--- config.mk ---
export PLATFORM = sky130hd
export DESIGN_NAME = alu_pipe_unit
export DESIGN_NICKNAME = d
export VERILOG_FILES = /design/src/rtl/alu_pipe_unit.sv
export SDC_FILE = /design/constraint.sdc
export NUM_CORES = 1
export LEC_CHECK = 0
export CAP_MARGIN = 5
export CORE_MARGIN = 2
export CORE_UTILIZATION = 55
export CTS_CLUSTER_SIZE = 12
export DETAILED_ROUTE_END_ITERATION = 7
export PLACE_DENSITY = 0.82
export SLEW_MARGIN = 5
export SYNTH_ARGS = -nofsm -noshare
export SYNTH_HDL_FRONTEND = slang
export SYNTH_SLANG_ARGS = --single-unit
export TNS_END_PERCENT = 30
--- constraint.sdc ---
create_clock -name clock -period 4.2 [get_ports clock]
set_input_delay 0.42 -clock clock [delete_from_list [all_inputs] [get_ports clock]]
set_output_delay 0.42 -clock clock [all_outputs]
set_load 0.1 [all_outputs]
--- src/rtl/alu_pipe_unit.sv ---
// alu_pipe_unit: two-stage valid/ready pipelined ALU with carry/zero flags
// and an accumulate mode.
//   S1 registers the operand beat (a, b, opcode).
//   S2 computes from S1 and registers result, carry and zero.
// Optional build macro: ALU_SATURATE_EN -- ADD/ACC clamp to all-ones on
// overflow and SUB clamps to zero on borrow (carry still reports the event).
module alu_pipe_unit #(
  parameter int WIDTH = 8
) (
  input  logic             clock,
  input  logic             reset,
  input  logic             io_in_valid,
  output logic             io_in_ready,
  input  logic [WIDTH-1:0] io_a,
  input  logic [WIDTH-1:0] io_b,
  input  logic [2:0]       io_opcode,
  input  logic             io_acc_clear,
  output logic             io_out_valid,
  input  logic             io_out_ready,
  output logic [WIDTH-1:0] io_out,
  output logic             io_carry,
  output logic             io_zero,
  output logic [WIDTH-1:0] io_acc
);

  typedef enum logic [2:0] {
    OP_ADD   = 3'b000,
    OP_SUB   = 3'b001,
    OP_PASSA = 3'b010,
    OP_PASSB = 3'b011,
    OP_AND   = 3'b100,
    OP_OR    = 3'b101,
    OP_XOR   = 3'b110,
    OP_ACC   = 3'b111
  } op_e;

  // S1 operand register
  logic             s1_valid_q;
  logic [WIDTH-1:0] s1_a_q;
  logic [WIDTH-1:0] s1_b_q;
  op_e              s1_op_q;

  // S2 result register
  logic             s2_valid_q;
  logic [WIDTH-1:0] out_q;
  logic             carry_q;
  logic             zero_q;

  logic [WIDTH-1:0] acc_q;

  // Combinational datapath
  logic             s2_load;
  logic             in_accept;
  logic [WIDTH-1:0] acc_opnd;
  logic [WIDTH:0]   sum_w;
  logic [WIDTH-1:0] res_d;
  logic             carry_d;

  // S2 accepts a beat when it is empty or its current beat is being consumed.
  assign s2_load     = s1_valid_q && (!s2_valid_q || io_out_ready);
  assign io_in_ready = !s1_valid_q || s2_load;
  assign in_accept   = io_in_valid && io_in_ready;

  // A clear in the same cycle as an ACC load makes that beat see a zero accumulator.
  assign acc_opnd = io_acc_clear ? '0 : acc_q;

  // ALU: unsigned WIDTH+1 arithmetic, carry/borrow in the top bit.
  always_comb begin
    // NOTE: every always_comb output gets a default first so no path can infer a latch.
    sum_w   = '0;
    res_d   = '0;
    carry_d = 1'b0;
    case (s1_op_q)
      OP_ADD: begin
        sum_w   = {1'b0, s1_a_q} + {1'b0, s1_b_q};
        carry_d = sum_w[WIDTH];
        res_d   = sum_w[WIDTH-1:0];
`ifdef ALU_SATURATE_EN
        if (carry_d) res_d = '1;
`endif
      end
      OP_SUB: begin
        // The top bit of the extended difference is set exactly when a < b.
        sum_w   = {1'b0, s1_a_q} - {1'b0, s1_b_q};
        carry_d = sum_w[WIDTH];
        res_d   = sum_w[WIDTH-1:0];
`ifdef ALU_SATURATE_EN
        if (carry_d) res_d = '0;
`endif
      end
      OP_PASSA: res_d = s1_a_q;
      OP_PASSB: res_d = s1_b_q;
      OP_AND:   res_d = s1_a_q & s1_b_q;
      OP_OR:    res_d = s1_a_q | s1_b_q;
      OP_XOR:   res_d = s1_a_q ^ s1_b_q;
      OP_ACC: begin
        sum_w   = {1'b0, acc_opnd} + {1'b0, s1_a_q};
        carry_d = sum_w[WIDTH];
        res_d   = sum_w[WIDTH-1:0];
`ifdef ALU_SATURATE_EN
        if (carry_d) res_d = '1;
`endif
      end
      default: res_d = '0;
    endcase
  end

  // S1: capture an accepted beat, or empty once its beat moves into S2.
  always_ff @(posedge clock) begin
    // NOTE: sequential state uses non-blocking assignments so every register samples pre-edge values.
    if (reset) begin
      s1_valid_q <= 1'b0;
      s1_a_q     <= '0;
      s1_b_q     <= '0;
      s1_op_q    <= OP_ADD;
    end else if (in_accept) begin
      s1_valid_q <= 1'b1;
      s1_a_q     <= io_a;
      s1_b_q     <= io_b;
      s1_op_q    <= op_e'(io_opcode);
    end else if (s2_load) begin
      s1_valid_q <= 1'b0;
    end
  end

  // S2: register result and flags; hold them while the consumer stalls.
  always_ff @(posedge clock) begin
    if (reset) begin
      s2_valid_q <= 1'b0;
      out_q      <= '0;
      carry_q    <= 1'b0;
      zero_q     <= 1'b0;
    end else if (s2_load) begin
      s2_valid_q <= 1'b1;
      out_q      <= res_d;
      carry_q    <= carry_d;
      zero_q     <= (res_d == '0);
    end else if (io_out_ready) begin
      s2_valid_q <= 1'b0;
    end
  end

  // Accumulator: takes the (clamped) result of an ACC beat entering S2, else honours clear.
  always_ff @(posedge clock) begin
    if (reset) begin
      acc_q <= '0;
    end else if (s2_load && (s1_op_q == OP_ACC)) begin
      acc_q <= res_d;
    end else if (io_acc_clear) begin
      acc_q <= '0;
    end
  end

  assign io_out_valid = s2_valid_q;
  assign io_out       = out_q;
  assign io_carry     = carry_q;
  assign io_zero      = zero_q;
  assign io_acc       = acc_q;

endmodule

======== Yosys cells after proc, flatten, opt, wreduce, memory -nomap -nowiden ========
Cells that the tools add are included.
storage, ports and cells
  register bits ........................... 39
  latch bits .............................. 0
  RAM bits ................................ 0
  memory bits (read-only) ................. 0
  bits of input ports ..................... 24
  output and inout bits ................... 20
  logic and storage cells ................. 41
  memories kept ........................... 0
cells by class
  add/sub/neg operators ................... 3
  $mul .................................... 0
  divide/modulo/power cells ............... 0
  order comparisons ....................... 0
  eq/ne operators ......................... 7
  shifts and indexed selects .............. 0
  muxes and demuxes ....................... 8
  bitwise operators ....................... 3
  reduce and logical (&&, ||, !) cells .... 11
operator list
  cell                                                  count
  one-hot mux 8 bit (8 select lines)                    1
  adder 8 x 8 -> 9 bit                                  2
  2-to-1 mux 8 bit                                      2
  equality test 3 bit (second input constant)           4
  subtractor 8 x 8 -> 9 bit                             1
  AND 8 bit                                             1
  logical NOT 8 bit                                     1
  bitwise OR 8 bit                                      1
  XOR 8 bit                                             1
  equality test 3 x 2 -> 1 bit (second input constant)  2
  2-to-1 mux 1 bit                                      4
  nonzero test 2 bit                                    2
  equality test 3 x 1 -> 1 bit (second input constant)  1
  logical AND 1 bit                                     3
  logical NOT 3 bit                                     1
  one-hot mux 1 bit (3 select lines)                    1
  logical NOT 1 bit                                     2
  logical OR 1 bit                                      2

======== Longest topological paths before layout ========
Gate-level depths: netlist of the first run.
  depth after elaboration ................. 6
  gate-level depth with buffers ........... 10
  depth with buffers taken out ............ 10

======== Worst setup path after synthesis of the first run ========
Ideal clock, no wire load.
  kind .................................... register -> register
  from .................................... reg acc_q[0], in the netlist io_acc[0]
  to ...................................... reg zero_q, in the netlist io_zero
  library setup time ...................... 0.059 ns
  arrival time ............................ 2.889 ns
  data required time ...................... 4.141 ns
  setup slack ............................. 1.252 ns
  cell stages (with the launch flop) ...... 9
  path buffers ............................ 0
  clock period less this slack ............ 2.948 ns
  cell sequence ........................... dfxtp_1 -> nor2b_1 -> ha_1 -> fa_1 -> mux4_2 -> mux2i_1 -> and3_1 -> and4b_1 -> a31o_1
on the way
  cells in the longest elaborated chain, start to end .. 4
ends and longest elaborated chain
  element                             RTL line  source
  start, declared                     49        logic [WIDTH-1:0] acc_q;
  start signal, assigned              148       acc_q <= res_d;
  2-to-1 mux 8 bit                    -
  adder 8 x 8 -> 9 bit                97        sum_w = {1'b0, acc_opnd} + {1'b0, s1_a_q};
  one-hot mux 8 bit (8 select lines)  73        case (s1_op_q)
  logical NOT 8 bit                   137       zero_q <= (res_d == '0);
  end signal, assigned                137
  end, declared                       47        logic zero_q;
Every way passes these cells.
A chain may end at the register's enable or synchronous reset.

======== Final worst setup path of the first run ========
  from .................................... in io_acc_clear
  to ...................................... reg acc_q[4], in the netlist io_acc[4]
on the way
  cells in the longest elaborated chain, start to end .. 4
ends and longest elaborated chain
  element                             RTL line  source
  start, declared                     17        input logic io_acc_clear,
  2-to-1 mux 8 bit *                  -
  adder 8 x 8 -> 9 bit                97
  one-hot mux 8 bit (8 select lines)  73
  2-to-1 mux 8 bit *                  147       end else if (s2_load && (s1_op_q == OP_ACC)) begin
Mark *: on every way between the ends. The rest lies on a longest branch, timed or not.

==> impl_metrics.py, run 1 <==
metrics = {
    "layout": {
        "insertedDiodeCount": 0,
        "final_cell_area_sq_mm": 0.00364,
        "area_delta_synth_final_pct": 16.9,
        "fill_cells": 486,
        "final_util_pct": 66.5,
        "most-common-layout-cells": "nand2_1 (64), a21oi_1 (44), clkdlybuf4s50_1 (43)",
        "regArea_sq_um": 781,
        "nets": 489,
        "drive_above_1_share_pct": 4.87,
        "multi_input_area_sq_mm": 0.00212,
        "instances_no_fill": 503,
        "final_common_cell": "nand2_1",
    },
    "power": {
        "pwr-share-clk_pct": 31.1,
        "power-per-cell-area_mw_per_mm2": 284,
        "seq_power_share_pct": 40.4,
        "finalPower_mw": 1.03,
        "netSwitchingFraction_pct": 34.1,
        "p_comb_share_pct": 28.5,
        "power.leakage_nw": 1.49,
        "ir_drop_uv": 215,
        "p_int_mw": 0.682,
        "power.switching_mw": 0.352,
    },
    "grt": {
        "grt_pass1_vias": 2594,
        "gr-total-overflow": 0,
        "grt_pass1_wl_mm": 12.4,
        "antenna_found_initial": 0,
        "grt_max_degree": 41,
        "grtUsageTotal_pct": 25.0,
    },
    "synthesis": {
        "ys_seq_elements": 39,
        "synth_seq_area_share_pct": 25.1,
        "yosys.area_share.simple_pct": 21.2,
        "synthXorXnorAreaFrac_pct": 2.25,
        "synth-adder-area-share_pct": 14.8,
        "synthMuxAreaShare_pct": 5.06,
        "synth_top_family_by_area": "compound AO/OA/AOI/OAI gates",
        "postSynthAreaPerCell_sq_um": 7.79,
        "yosys_warnings": 0,
        "synth-compound-area-share_pct": 24.7,
        "ys.flop_type": "dfxtp_1",
        "synth_edf_count": 0,
        "syn-num-nets": 459,
        "syn_inst": 400,
        "async_flop_share_pct": 0,
        "synth.distinct_cells": 55,
        "netlist_area_sq_mm": 0.00311,
    },
    "min_path": {
        "hold_depth": 2,
        "hold_path_end": "io_out[2]",
        "hold_class": "register to register",
        "holdCritStartpoint": "io_out[2]",
    },
    "routing": {
        "drt_iter0_drc": 263,
        "drt-vias-per-instance": 5.71,
        "antenna_left": 0,
        "num_vias": 2874,
        "dr.pass1.iters": 4,
        "drt_drc_violations_left": 0,
        "drt-wirelength-per-cell_um": 14.5,
        "routed_wl_mm": 7.28,
    },
    "floorplan": {
        "die_h_um": 79.2,
        "core_area_sq_mm": 0.00547,
        "ios": 44,
        "rows": 27,
        "dieWidth_um": 79.2,
        "initial_core_util_pct": 56.9,
        "die-area_sq_mm": 0.00628,
    },
    "clocking": {
        "clkSinkCount": 39,
        "cts-resized-gates": 0,
        "cts.clk_slew.worst_paths_ns": 0.08,
        "post_cts_buffers": 0,
        "cts_tree": "yes",
        "clockBufferDepth": 2,
        "clk_latency_ns": 0.30,
        "ctsHoldBuffers": 0,
        "cts_buffers": 5,
        "cts_max_level": 2,
        "clock-root-buffer": "clkbuf_8",
    },
    "worst_setup_path": {
        "critPathCaptureType": "register",
        "cp_max_fo": 8,
        "crit_path_frequent_cell": "nor2b_1",
        "critical_path.cell_chain": "clkdlybuf4s50_1 -> nor2b_1 -> ha_1 -> fa_1 -> a21o_1 -> a211o_1 -> and3_1 -> o32ai_1 -> o21ai_0 -> nor2b_1",
        "worstReg2RegStart": "s1_op_q[2]",
        "worstPathArrival_ns": 3.35,
        "regToRegSetupSlack_ns": 1.28,
        "path_depth": 10,
        "rr_endpoint": "io_zero",
        "worst-path-buf-inv": 1,
        "max_stage_delay_ns": 0.61,
        "critPathSlowestCell": "clkdlybuf4s50_1",
        "critPathTopFamily": "compound AO/OA/AOI/OAI gates",
        "cp-start-kind": "input pin",
        "critPathKind": "input pin to register",
        "worstPathRequired_ns": 4.39,
        "reg2reg_depth": 7,
    },
    "timing": {
        "finalHoldViolCount": 0,
        "skew_ns": 0.00647,
        "finalCriticalPeriod_ns": 3.17,
        "rsz0062_at_grt": "no",
        "tightestPinTransition_ns": 1.18,
        "finalSetupTns_ns": 0,
        "timing.final.crit_share_pct": 75.4,
        "drv_slew": 0,
        "finalSetupViolCount": 0,
        "max_freq_ghz": 0.316,
        "max_slew_margin_pct": 21.5,
    },
    "run": {
        "drv_cap": 0,
    },
    "place": {
        "place.gp.congestion": 0.951,
        "io_buffers": 43,
        "dp_hpwl_mm": 5.42,
        "detailed_place.area_sq_mm": 0.00353,
        "placed_cells": 495,
    },
    "status": {
        "status": "complete, no violations",
    },
}
[flip-flops by register name, indices dropped and copies added, names as in the netlist]
signal	cells
io_zero	1
io_carry	1
s1_op_q	3
s1_b_q	8
s1_valid_q	1
io_out_valid	1
io_acc	8
io_out	8
s1_a_q	8
[kinds of logic after synthesis]
family / after synthesis
adder cells (fa/ha/maj): 35
flip-flops: 39
AO/OA/AOI/OAI: 117
XOR/XNOR: 8
AND/OR/NAND/NOR: 142
buffers and inverters: 47
multiplexers: 12
[how the worst max path moves through the flow]
| stage | to | start |
|---|---|---|
| finish | io_acc[4] | io_acc_clear |
| global route | io_acc[4] | io_acc_clear |
| CTS | io_acc[4] | io_acc_clear |
| detailed placement | io_acc[4] | io_acc_clear |
| global placement | io_acc[4] | io_acc_clear |
| floorplan | io_zero | io_acc[0] |
[per-stage QoR]
step / hold WS, ns / setup slack, ns
5_1_grt: 0.494 / 0.903
4_1_cts: 0.463 / 1.05
3_5_place_dp: 0.452 / 0.734
2_1_floorplan: 0.466 / 1.25
6_report: 0.462 / 1.03
3_3_place_gp: 0.446 / 0.864
[synthesized netlist by cell type (all sizes together), types with 4 or more instances]
library cell / n / share of area, %
dfxtp: 39 / 25
o21ai: 17 / 2.7
a21oi: 44 / 7.1
nand3: 4 / 0.64
clkbuf: 11 / 1.3
buf: 11 / 2.6
a221oi: 4 / 1.5
a211oi: 15 / 3.8
o21a: 8 / 1.9
and3: 5 / 1.0
nand2b: 6 / 1.2
a211o: 4 / 1.1
inv: 25 / 3.0
nor2b: 13 / 2.6
nor3b: 4 / 1.1
nor2: 30 / 3.6
nor3: 6 / 0.96
a21o: 6 / 1.4
ha: 32 / 13
xnor2: 6 / 1.7
mux2i: 9 / 2.9
nand2: 64 / 7.7
[tightest hold or removal path, delay by kind of cell (launching register included)]
| family | cells | cell delay, ns |
|---|---|---|
| flip-flops | 1 | 0.32 |
| AO/OA/AOI/OAI | 1 | 0.05 |
| AND/OR/NAND/NOR | 1 | 0.05 |
[metal layers]
| layer | wire, um | up-vias | GRT usage [%] |
|---|---|---|---|
| li1 | - | 1460 | - |
| met1 | 3370 | 1327 | 35.1 |
| met2 | 3380 | 75 | 38.9 |
| met3 | 398 | 12 | 4.43 |
| met4 | 131 | 0 | 8.28 |
| met5 | 0 | - | 0 |
[layout make-up]
type / instances / share of cell area (%)
Timing Repair Buffer: 45 / 12.2
Tap cell: 72 / 2.47
Inverter: 25 / 2.58
Clock buffer: 5 / 1.89
Sequential cell: 39 / 21.4
Multi-Input combinational cell: 314 / 58.2
Clock inverter: 3 / 1.20
[power by group through the flow]
stage / Clock (mW) / Combinational (mW) / Sequential (mW)
global placement: 0 / 0.284 / 0.424
floorplan: 0 / 0.184 / 0.456
global route: 0.347 / 0.321 / 0.421
detailed placement: 0 / 0.290 / 0.425
CTS: 0.328 / 0.292 / 0.417
finish: 0.321 / 0.295 / 0.417
(Power assumes the default switching activity.)
==> inputs of run 2 (changes only) <==
CORE_UTILIZATION = 50   (was 55)
PLACE_DENSITY = 0.79   (was 0.82)
clock period = 2.65 ns   (was 4.2 ns; I/O delays follow)
==> impl_metrics.py, run 2 (synthesized netlist as in run 1, its figures left out) <==
metrics = {
    "status": {
        "status": "complete, no violations",
    },
    "place": {
        "place.gp.congestion": 0.921,
        "io_buffers": 43,
        "placed_cells": 532,
        "dp_hpwl_mm": 6.28,
    },
    "routing": {
        "num_vias": 3046,
        "antenna_left": 0,
        "drt-vias-per-instance": 5.64,
        "drt-wirelength-per-cell_um": 14.8,
        "drt_iter0_drc": 212,
        "routed_wl_mm": 8.00,
        "dr.pass1.iters": 4,
        "drt_drc_violations_left": 0,
    },
    "worst_setup_path": {
        "worstPathArrival_ns": 2.76,
        "critPathTopFamily": "compound AO/OA/AOI/OAI gates",
        "reg2reg_depth": 9,
        "critPathKind": "register to register",
        "max_stage_delay_ns": 0.43,
        "rr_endpoint": "io_zero",
        "worstPathRequired_ns": 2.85,
        "critPathCaptureType": "register",
        "regToRegSetupSlack_ns": 0.1,
        "critical_path.cell_chain": "inv_1 -> ha_1 -> a21o_1 -> a221oi_2 -> nor3b_2 -> a211oi_1 -> o2111a_1 -> and4b_1 -> a31o_1",
        "cp_max_fo": 5,
        "worstReg2RegStart": "s1_b_q[1]",
        "cp-start-kind": "register",
        "worst-path-buf-inv": 1,
        "critPathSlowestCell": "dfxtp_1",
    },
    "grt": {
        "grtUsageTotal_pct": 23.6,
        "grt_max_degree": 27,
        "gr-total-overflow": 0,
        "antenna_found_initial": 0,
        "grt_pass1_vias": 2862,
        "grt_pass1_wl_mm": 13.5,
    },
    "layout": {
        "drive_above_1_share_pct": 18.3,
        "final_common_cell": "nand2_1",
        "nets": 523,
        "most-common-layout-cells": "nand2_1 (64), buf_4 (56), a21oi_1 (44)",
        "insertedDiodeCount": 0,
        "fill_cells": 550,
        "instances_no_fill": 540,
        "final_util_pct": 65.2,
        "area_delta_synth_final_pct": 24.7,
    },
    "clocking": {
        "cts_buffers": 5,
        "cts_tree": "yes",
        "clk_latency_ns": 0.30,
        "ctsHoldBuffers": 0,
        "cts_max_level": 2,
        "post_cts_buffers": 0,
        "clock-root-buffer": "clkbuf_8",
        "clockBufferDepth": 2,
        "clkSinkCount": 39,
        "cts.clk_slew.worst_paths_ns": 0.09,
    },
    "run": {
        "drv_cap": 0,
    },
    "timing": {
        "finalCriticalPeriod_ns": 2.55,
        "finalHoldViolCount": 0,
        "timing.final.crit_share_pct": 96.4,
        "max_slew_margin_pct": 38.0,
        "finalSetupViolCount": 0,
        "tightestPinTransition_ns": 0.923,
        "drv_slew": 0,
        "max_freq_ghz": 0.391,
        "finalSetupTns_ns": 0,
        "skew_ns": 0.0115,
    },
    "min_path": {
        "hold_class": "register to register",
        "hold_depth": 2,
        "hold_path_end": "io_out[5]",
        "holdCritStartpoint": "io_out[5]",
    },
    "floorplan": {
        "ios": 44,
        "rows": 28,
        "die-area_sq_mm": 0.00688,
        "core_area_sq_mm": 0.00596,
        "die_h_um": 82.9,
        "initial_core_util_pct": 52.3,
        "dieWidth_um": 82.9,
    },
    "power": {
        "power-per-cell-area_mw_per_mm2": 438,
        "ir_drop_uv": 361,
        "power.leakage_nw": 1.70,
    },
}
## run 2: cell types whose count changed in the layout (fill, tap and decap cells not counted), sizes merged
cell	previous run	this run
buf	2	56
clkdlybuf4s50	43	23
## run 2: cell type report
cell class	instances	area, sq um	area share [%]
Clock inverter	3	43.8	1.13
Tap cell	75	93.8	2.42
Clock buffer	5	68.8	1.77
Multi-Input combinational cell	314	2150	55.3
Sequential cell	39	785	20.2
Timing Repair Buffer	79	651	16.8
Inverter	25	93.8	2.42
## run 2: how the worst max path moves through the flow
stage	startpoint	endpoint	slack, ns	depth (start not counted)
after floorplan	io_acc[1]	io_zero	-0.20	7
after global placement	io_acc_clear	io_out[4]	-0.20	11
after detailed placement	io_acc_clear	io_out[4]	-0.27	11
after CTS	s1_a_q[0]	io_out[4]	0.03	11
after global routing	io_acc_clear	io_zero	-0.04	12
final	s1_b_q[1]	io_zero	0.1	9
## run 2: stage by stage
stage | hold slack (ns) | area, sq um | total power, mW | worst slack [ns]
2_1_floorplan | 0.382 | 3120 | 1.01 | -0.201
3_3_place_gp | 0.447 | 3740 | 1.18 | -0.203
3_5_place_dp | 0.451 | 3740 | 1.19 | -0.269
4_1_cts | 0.464 | 3850 | 1.71 | 0.0311
5_1_grt | 0.495 | 3880 | 1.78 | -0.0410
6_report | 0.468 | 3880 | 1.70 | 0.0955
## run 2: repair_timing
action                                  CTS  global route
endpoints found under the setup margin    0             8
resized for setup                         0            10
endpoints found under the hold margin     0             0
## run 2: power by group
part	internal [mW]	leakage [nW]	total, mW	switching [mW]
Combinational	0.232	1.32	0.546	0.313
Sequential	0.614	0.321	0.643	0.0292
Clock	0.281	0.0581	0.512	0.231
Total	1.13	1.70	1.70	0.573
## run 2: layer usage
layer	routed length, um	track usage [%]
met5	0	0
met3	412	3.28
met2	3900	39.7
met1	3570	31.3
met4	121	7.45
## run 2: worst register-to-register path, delay by kind of cell, from the launching register on
family,cells,cell delay [ns]
adders and majority gates,1,0.34
AOI/OAI and AO/OA,5,1.08
and+or+nand+nor,2,0.47
buffers and inverters,1,0.13
DFF,1,0.43
==> inputs of run 3 (changes only) <==
==> constraint.sdc (replaced) <==
create_clock -name clock -period 2.65 [get_ports clock]
set_input_delay 0.795 -clock clock [delete_from_list [all_inputs] [get_ports clock]]
set_output_delay 0.795 -clock clock [all_outputs]
set_load 0.1 [all_outputs]
==> impl_metrics.py, run 3 (synthesized netlist as in run 1, its figures left out) <==
metrics = {
    "routing": {
        "dr.pass1.iters": 5,
        "drt_drc_violations_left": 0,
        "drt_iter0_drc": 188,
        "drt-vias-per-instance": 5.68,
        "drt-wirelength-per-cell_um": 14.9,
        "routed_wl_mm": 8.05,
        "num_vias": 3074,
        "antenna_left": 0,
    },
    "layout": {
        "drive_above_1_share_pct": 20.8,
        "insertedDiodeCount": 0,
        "final_cell_area_sq_mm": 0.00399,
        "nets": 524,
        "most-common-layout-cells": "nand2_1 (63), buf_4 (56), a21oi_1 (44)",
        "area_delta_synth_final_pct": 28.0,
        "final_util_pct": 66.9,
        "final_common_cell": "nand2_1",
        "instances_no_fill": 541,
    },
    "floorplan": {
        "core_area_sq_mm": 0.00596,
        "initial_core_util_pct": 52.3,
        "dieWidth_um": 82.9,
        "ios": 44,
        "die-area_sq_mm": 0.00688,
        "die_h_um": 82.9,
        "rows": 28,
    },
    "timing": {
        "finalHoldViolCount": 0,
        "tightestPinTransition_ns": 0.994,
        "finalSetupTns_ns": 0,
        "fin_hold_ws_ns": 0.462,
        "finalSetupViolCount": 0,
        "finalCriticalPeriod_ns": 2.60,
        "skew_ns": 0.00645,
        "max_freq_ghz": 0.384,
        "drv_slew": 0,
        "max_slew_margin_pct": 33.2,
        "timing.final.crit_share_pct": 98.2,
        "fin_ws_ns": 0.0475,
    },
    "status": {
        "status": "complete, no violations",
    },
    "worst_setup_path": {
        "worstPathArrival_ns": 2.85,
        "critPathCaptureType": "register",
        "critPathKind": "input pin to register",
        "crit_path_frequent_cell": "a211o_1",
        "critPathSlowestCell": "fa_2",
        "cp-start-kind": "input pin",
        "cp_max_fo": 3,
        "worstPathRequired_ns": 2.89,
        "critical_path.cell_chain": "buf_6 -> nor2b_4 -> ha_4 -> fa_2 -> a211o_1 -> a21o_1 -> a211oi_2 -> nor3_2 -> a211o_1 -> a21oi_1 -> a31o_1",
        "max_stage_delay_ns": 0.36,
    },
    "power": {
        "power.leakage_nw": 1.71,
        "ir_drop_uv": 286,
        "power-per-cell-area_mw_per_mm2": 434,
        "finalPower_mw": 1.73,
    },
    "clocking": {
        "clk_latency_ns": 0.30,
        "clkSinkCount": 39,
        "cts_max_level": 2,
        "clock-root-buffer": "clkbuf_8",
        "cts_buffers": 5,
        "ctsHoldBuffers": 0,
        "clockBufferDepth": 2,
        "cts.clk_slew.worst_paths_ns": 0.09,
        "cts_tree": "yes",
    },
    "place": {
        "place.gp.congestion": 0.896,
        "dp_hpwl_mm": 6.13,
        "pre_cts_slack_ns": -0.761,
        "detailed_place.area_sq_mm": 0.00379,
        "placed_cells": 534,
        "io_buffers": 43,
    },
    "grt": {
        "antenna_found_initial": 0,
        "grtUsageTotal_pct": 24.1,
        "gr-total-overflow": 0,
        "grt_max_degree": 40,
        "grt_pass1_vias": 2999,
        "grt_pass1_wl_mm": 13.9,
    },
    "run": {
        "drv_cap": 0,
    },
    "min_path": {
        "hold_class": "register to register",
    },
}
run 3: changes by cell type in the layout (fill, tap and decap cells not counted), sizes merged:
cell           previous run  this run
clkdlybuf4s50            23        22
buf                      56        58
run 3: repair_timing:
item,4_1_cts,5_1_grt
setup buffers,0,0
endpoints found under the setup margin,16,9
pin swaps,6,10
resized for setup,10,14
run 3: report_power, final:
group / switching (mW) / leakage (nW) / total (mW) / internal, mW
combinational: 0.328 / 1.33 / 0.571 / 0.244
clock: 0.237 / 0.0581 / 0.518 / 0.281
sequential: 0.0261 / 0.322 / 0.639 / 0.613
run 3: metal layers:
layer / track usage, % / wire, um / vias up
met1: 30.3 / 3680 / 1430
met3: 3.48 / 371 / 21
met5: 0 / 0 / -
met2: 41.6 / 3790 / 95
li1: - / - / 1528
met4: 9.09 / 214 / 0
run 3: final cells by class:
cell class | count | area, sq um
Timing Repair Buffer | 80 | 672
Clock inverter | 3 | 43.8
Inverter | 25 | 93.8
Sequential cell | 39 | 790
Multi-Input combinational cell | 314 | 2220
Tap cell | 75 | 93.8
Clock buffer | 5 | 68.8
Fill cell | 531 | 1970
run 3: path summary, 6_finish.rpt:
kind                 from         to  slack [ns]  cells after the start
min             io_out[5]  io_out[5]        0.46                      2
min reg2reg     io_out[5]  io_out[5]        0.46                      2
max reg2reg     s1_b_q[2]    io_zero        0.13                      9
max          io_acc_clear    io_zero        0.05                     11
run 3: critical path: cells and delay by family:
| kind | cells | cell delay (ns) |
|---|---|---|
| AND/OR/NAND/NOR | 2 | 0.11 |
| AO/OA/AOI/OAI | 6 | 1.34 |
| buffers and inverters | 1 | 0.09 |
| adder cells (fa/ha/maj) | 2 | 0.51 |
